`src/rtl/sum_accumulator_8bits.sv`:
```
// -----------------------------------------------------------------------------
// sum_accumulator_8bits
//
// Reduction stage behind the 8-bit ripple-carry adder. It sums N_SAMPLES
// consecutive 9-bit beats {Cout,S} into an ACC_W-bit total. The total is
// presented on a registered valid/ready output port.
//
// Parameters
//   N_SAMPLES  beats per result (>= 1)
//   ACC_W      accumulator / result width (>= 9)
//
// Optional feature
//   ACC_SAT_EN  When defined, an addition that carries out of ACC_W bits
//               saturates the accumulator to all-ones. When undefined, the
//               accumulator wraps modulo 2^ACC_W. In both cases the overflow
//               flag is set.
//
// Ports
//   clk        rising-edge clock
//   rst_n      asynchronous active-low reset. Deassertion is expected to be
//              synchronised to clk upstream.
//   in_valid   {Cout,S} beat is valid
//   in_ready   block can accept a beat (combinational)
//   S          sum bits from the adder
//   Cout       carry-out from the adder
//   clear      synchronous abort: drops any partial or pending result
//   out_valid  acc_out / overflow hold a completed result
//   out_ready  downstream accepts the result
//   acc_out    accumulated total (registered)
//   overflow   at least one addition of this result carried out of ACC_W bits
// -----------------------------------------------------------------------------
module sum_accumulator_8bits #(
  parameter int N_SAMPLES = 8,
  parameter int ACC_W     = 16
) (
  input  logic             clk,
  input  logic             rst_n,
  input  logic             in_valid,
  output logic             in_ready,
  input  logic [7:0]       S,
  input  logic             Cout,
  input  logic             clear,
  output logic             out_valid,
  input  logic             out_ready,
  output logic [ACC_W-1:0] acc_out,
  output logic             overflow
);

  localparam int CNT_W = $clog2(N_SAMPLES + 1);
  localparam logic [CNT_W-1:0] LAST_CNT = CNT_W'(N_SAMPLES - 1);

  typedef enum logic [1:0] {
    IDLE = 2'd0,
    ACC  = 2'd1,
    DONE = 2'd2
  } state_t;

  state_t           state_q;
  state_t           state_d;
  logic [CNT_W-1:0] count_q;
  logic [ACC_W-1:0] acc_q;

  logic [ACC_W-1:0] operand;
  logic [ACC_W:0]   sum_wide;
  logic [ACC_W-1:0] sum_next;
  logic             carry;
  logic             accept;
  logic             last_beat;

  // acc_q is zero whenever the FSM sits in IDLE or DONE. The first beat of a
  // result therefore loads the operand through the same adder as later beats.
  assign operand   = ACC_W'({Cout, S});
  assign sum_wide  = {1'b0, acc_q} + {1'b0, operand};
  assign carry     = sum_wide[ACC_W];
  assign in_ready  = (state_q != DONE) && !clear;
  assign out_valid = (state_q == DONE);
  assign accept    = in_valid && in_ready;
  assign last_beat = (count_q == LAST_CNT);

`ifdef ACC_SAT_EN
  // Once saturated, acc_q is all-ones. Any further non-zero operand carries
  // again, so the accumulator stays pinned at all-ones.
  assign sum_next = carry ? {ACC_W{1'b1}} : sum_wide[ACC_W-1:0];
`else
  assign sum_next = sum_wide[ACC_W-1:0];
`endif

  // State register
  always_ff @(posedge clk or negedge rst_n) begin
    // NOTE: clocked state uses non-blocking assignments so every register
    // samples pre-edge values, independent of block ordering.
    if (!rst_n) begin
      state_q <= IDLE;
    end else begin
      state_q <= state_d;
    end
  end

  // Next-state logic
  always_comb begin
    // NOTE: default first, so every path assigns state_d and no latch forms.
    state_d = state_q;
    if (clear) begin
      state_d = IDLE;
    end else begin
      case (state_q)
        IDLE, ACC: begin
          if (accept) begin
            state_d = last_beat ? DONE : ACC;
          end
        end
        DONE: begin
          if (out_ready) begin
            state_d = IDLE;
          end
        end
        default: state_d = IDLE;
      endcase
    end
  end

  // Datapath: accumulator, beat counter, result register and sticky overflow
  always_ff @(posedge clk or negedge rst_n) begin
    if (!rst_n) begin
      acc_q    <= '0;
      count_q  <= '0;
      acc_out  <= '0;
      overflow <= 1'b0;
    end else if (clear) begin
      acc_q    <= '0;
      count_q  <= '0;
      overflow <= 1'b0;
    end else if (accept) begin
      if (carry) begin
        overflow <= 1'b1;
      end
      if (last_beat) begin
        acc_out <= sum_next;
        acc_q   <= '0;
        count_q <= '0;
      end else begin
        acc_q   <= sum_next;
        count_q <= count_q + CNT_W'(1);
      end
    end else if (out_valid && out_ready) begin
      overflow <= 1'b0;
    end
  end

endmodule

```
`config.mk`:
```
export PLATFORM = sky130hd
export DESIGN_NAME = sum_accumulator_8bits
export DESIGN_NICKNAME = d
export VERILOG_FILES = /design/src/rtl/sum_accumulator_8bits.sv
export SDC_FILE = /design/constraint.sdc
export NUM_CORES = 1
export LEC_CHECK = 0
export ABC_AREA = 1
export BUFFER_PORTS_ARGS = -buffer_cell sky130_fd_sc_hd__buf_2
export CORE_UTILIZATION = 51
export DETAILED_ROUTE_END_ITERATION = 10
export GPL_ROUTABILITY_DRIVEN = 0
export PLACE_DENSITY = 0.79
export SLEW_MARGIN = 20
export SYNTH_ARGS = -nofsm -noshare
export SYNTH_HDL_FRONTEND = slang
export SYNTH_SLANG_ARGS = --single-unit
```
`constraint.sdc`:
```
create_clock -name clk -period 1.7 [get_ports clk]
set_clock_uncertainty 0.05 [all_clocks]
set_input_delay 0.255 -clock clk [delete_from_list [all_inputs] [get_ports clk]]
set_output_delay 0.255 -clock clk [all_outputs]
set_load 0.02 [all_outputs]
```
# == Word level (Yosys, flattened, before mapping) ==
# Index checks and enable logic that the tools add are counted.
# totals
reg_bits,39
in_bits,14
output_inout_bits,19
elab_cells,41
# op_classes
add_sub_neg,2
eq_ne,7
n_mux,15
bitwise,1
reduce_logical,11
# op_table
operator,n
$mux 16,3
$add 16x9->17,1
$mux 4,3
$mux 2,4
$ne 3x3->1 const B,2
$add 4x1->4 const B,1
$eq 4x3->1 const B,1
$mux 1,4
$pmux 2 s2,1
$reduce_and 2->1,2
$logic_and 1x1->1,3
$ne 3x2->1 const B,1
$reduce_and 3->1,1
$reduce_bool 3->1,1
$eq 2x1->1 const B,1
$eq 2x2->1 const B,1
$logic_not 2->1,1
$ne 2x2->1 const B,1
$reduce_bool 2->1,1
$reduce_or 2->1,1
$logic_not 1->1,1
$not 1->1,1

# == Logic depth before layout (Yosys ltp) ==
# depth
word_depth,6
depth_mapped,12
depth_no_buf,12

# == Worst setup path before layout ==
# No wires, ideal clock.
# synth_timing
path_type,register to register
start,register acc_q[0]
end,register acc_q[14]
setup_ns,0.116
arrival_time_ns,1.526
t_required_ns,1.534
setup_slack_ns,0.008
stages_incl_launch_ff,13
path_buffers,0
period_less_slack_ns,1.692
cell_sequence,dfrtp_1 > ha_1 > fa_1 > nand2_1 > nand2_1 > nand3_1 > nand2_1 > nand2_1 > nand2_1 > nand2_1 > nand2_1 > nand2_1 > nand2_1
# synth_between
elab_chain_len,4
# synth_lines
item,line_no,text
from (decl),61,logic [ACC_W-1:0] acc_q;
from (signal assigned),142,acc_q <= sum_next;
$add 16x9->17,73,"assign sum_wide = {1'b0, acc_q} + {1'b0, operand};"
$mux 16,137,if (last_beat) begin
$mux 16,133,end else if (accept) begin
$mux 16,129,end else if (clear) begin
# Every way passes these cells. The select of a mux whose other input is x is not followed.
# A chain may end at the register's enable or synchronous reset.

# == Worst setup path in the final report ==
# layout_timing
start,register acc_q[0]
end,register acc_out[8]
# layout_between
elab_chain_len,1
# layout_lines
item,line_no,text
$add 16x9->17,73,
to (signal assigned),138,acc_out <= sum_next;
to (decl),45,"output logic [ACC_W-1:0] acc_out,"
# Every way passes these cells.

==> results.txt <==
- Total number of vias: 2033
* Avg Inst Size Synth: 7.68 µm²
- Area of the mapped netlist: 2310 µm²
* Count of cells along the worst hold path: 2
- Count of unresolved DRC violations after routing: 0
* Count of final hold-check violations: 0
- Antenna Violating Nets Remaining: 0
- Worst reg2reg path depth: 9
- Chip Height: 69.3 µm
- Post-synthesis instance total: 301
- When the netlist entered floorplanning its net count stood at 326.
- Cell row count: 24
* Final count of pins violating max slew: 0
- Slew HR: 68.7%
* Area grow syn2layout: 25.8%
- Clock insertion delay at the later pin of the skew report: 300 ps
* Sinks on Clock Net: 39
- Antenna violations before repair: 0
- The min-delay analysis places its worst path in the category in -> reg.
- Dividing the detail-routed wire length by the instance count gives 12.8 µm.
- Nature of the critical path endpoint: flip-flop
- Total Power Consumption: 2.50 mW
* Number of search-and-repair iterations in the first detailed-routing pass: 4
- The synthesized netlist contains 32 unique library cells.
- Summed over all instances, the cell type with the most area after synthesis is sky130_fd_sc_hd__dfrtp_1.
- During synthesis, Yosys emitted a total of 0 warnings.
- Across the run, the number of max-cap violations was 0.
- Starting density of the core: 53.1%
- Detail-routed via count per cell: 5.11
* Root Buffer Master: sky130_fd_sc_hd__clkbuf_8
- Counting along the longest clock path gives a buffer depth of 2.
* Combined global-route utilization of all metal layers: 23.1%
- At the pin with the least slew margin, the transition time is 469 ps.
* Antenna Cells: 0
- Post-synth EDFFs: 0
- Highest clock frequency the design can meet: 588 MHz
- Outcome: finished, final reports clean
* Worst-case register-to-register setup slack: 0.3 ps
* Grt total ovfl: 0
- Pre-CTS setup slack: -158 ps
* Category of the most critical setup path: reg -> reg
- TritonCTS clock tree: done
- Clock-pin slew was measured on the worst setup and hold paths at 80 ps.
- Entering global routing, the biggest net connects 21 pins.
* Setup repair after global routing missed its margin: yes
- Total wirelength of the detailed-routed design: 5.10 mm
- CTS Buf Count: 5
* Required arrival time at the worst endpoint: 1840 ps
- # IOs: 33
- Of the synthesized area, sequential elements account for 42.2%.
- Fraction of final layout cells with drive strength greater than 1: 27.5%
- The routed design could run at a clock period as short as 1700 ps.
- Counting instances in the post-synthesis netlist gives the leading cell types as sky130_fd_sc_hd__nand2_1 (130), sky130_fd_sc_hd__dfrtp_1 (39), sky130_fd_sc_hd__inv_1 (33).
* Startpoint Class: flip-flop
* Total Nets Final: 370
- In this run, synthesis produced a sequential element count of 39.
- Power Density: 861 nW/µm²
- Summed over all nets, the half-perimeter wirelength after detailed placement is 3.57 mm.
- STA puts the critical path data arrival time at 1840 ps.
- In the synthesized netlist the dominant register cell turns out to be sky130_fd_sc_hd__dfrtp_1.
- CTS built an H-tree with a depth of 2.
- Number of fill cells: 353
* Setup ws final: 0.337 ps
* Final number of setup-violating endpoints: 0
* Period utilisation layout: 100%
- Leading cell type by number of instances after synthesis: sky130_fd_sc_hd__nand2_1
* Core region area: 4350 µm²
* Buffers on Ports: 32
* DIE AREA: 4800 µm²
- Biggest fanout along the worst timing path: 3
- Async S/R FF share, synth: 100%
- Lkg Pwr: 1.60 nW
- The die is 69.3 µm wide.
* Peak supply drop: 0.000516 V
* Area fraction of the dominant cell type after synthesis: 42.2%
- Number of global-route vias before repair: 2044
* Starting DRT DRC Count: 129
- Largest cells by area after synthesis: sky130_fd_sc_hd__dfrtp_1 (42%), sky130_fd_sc_hd__nand2_1 (21%), sky130_fd_sc_hd__ha_1 (5.4%)
- Global-route wire length before repair: 8.99 mm
[layout make-up]
| type | count | area, µm² | share of cell area (%) |
|---|---|---|---|
| repair buffers | 41 | 255 | 8.78 |
| inverters | 36 | 140 | 4.82 |
| clock inverters | 2 | 16.3 | 0.560 |
| clock buffers | 6 | 82.6 | 2.84 |
| flip-flops and latches | 39 | 976 | 33.6 |
| multi-input cells | 222 | 1370 | 47.2 |
| well taps | 52 | 65.1 | 2.24 |
[power by group]
group          switching, mW  leakage, nW  internal (mW)
Sequential            0.0664        0.525          0.995
Clock                  0.334       0.0474          0.331
Combinational          0.452         1.03          0.325
Total                  0.852         1.60           1.65
[layer usage]
metal  part of all wire (%)  GRT usage [%]  vias to the layer above
li1                       -              -                     1033
met1                     45           29.6                      946
met2                     49           39.4                       44
met3                    4.0           4.07                       10
met4                    2.0           7.94                        0
met5                      0              0                        -
[cells by family after synthesis]
| group | share of synthesized area (%) |
|---|---|
| simple gates | 34.6 |
| buf+inv | 7.69 |
| flops | 42.2 |
| compound gates | 6.17 |
| fa+ha+maj | 6.28 |
| xor+xnor | 3.03 |
[registers in the layout, indices dropped and copies added, names as in the netlist]
name	cells
overflow	1
count_q	4
acc_out	16
state_q	2
acc_q	16
[worst paths after layout]
kind / start / to
max reg2reg: acc_q[0] / acc_out[8]
max in group asynchronous: rst_n / acc_out[14]
min in group asynchronous: rst_n / acc_q[4]
min reg2reg: acc_out[5] / acc_out[5]
min: clear / state_q[1]
max: acc_q[0] / acc_out[8]
[through the flow]
stage	std cells	hold WS [ps]	instance area (µm²)	TNS, ps	util [%]
finish	398	206	2910	0	66.8
global route	398	212	2910	-1200	66.8
CTS	397	203	2730	-7.14	62.7
detailed placement	388	184	2580	-1080	59.2
global placement	388	186	2580	-523	59.2
floorplan	301	-90.6	2310	0	-
[worst max-delay path, cell delays in order (launching register included)]
cell and delay, ps:
sky130_fd_sc_hd__dfrtp_1 380, sky130_fd_sc_hd__ha_2 190, sky130_fd_sc_hd__fa_2 350, sky130_fd_sc_hd__nand2_2 80, sky130_fd_sc_hd__nand2_4 70, sky130_fd_sc_hd__nand3_2 70, sky130_fd_sc_hd__nand2_2 80, sky130_fd_sc_hd__xor2_2 200
sky130_fd_sc_hd__nand2_1 80, sky130_fd_sc_hd__nand2_1 40
[placed cells by master (no fill, tap or decap), drive strengths merged, types with 2 or more instances in the layout]
cell type,n
nand3,27
dfrtp,39
buf,40
nand2,132
a21oi,3
ha,10
clkbuf,6
nor2,15
xor2,7
o21ai,11
a22o,2
inv,36
nand3b,2
o21bai,2
[timing repair]
item | 4_1_cts | 5_1_grt
pin swaps | 2 | 8
setup buffers | 0 | 1
resized for setup | 13 | 28
endpoints found under the hold margin | 19 | 0
hold buffers | 1 | 0
endpoints found under the setup margin | 12 | 23
Power figures use the tool's default switching activity.
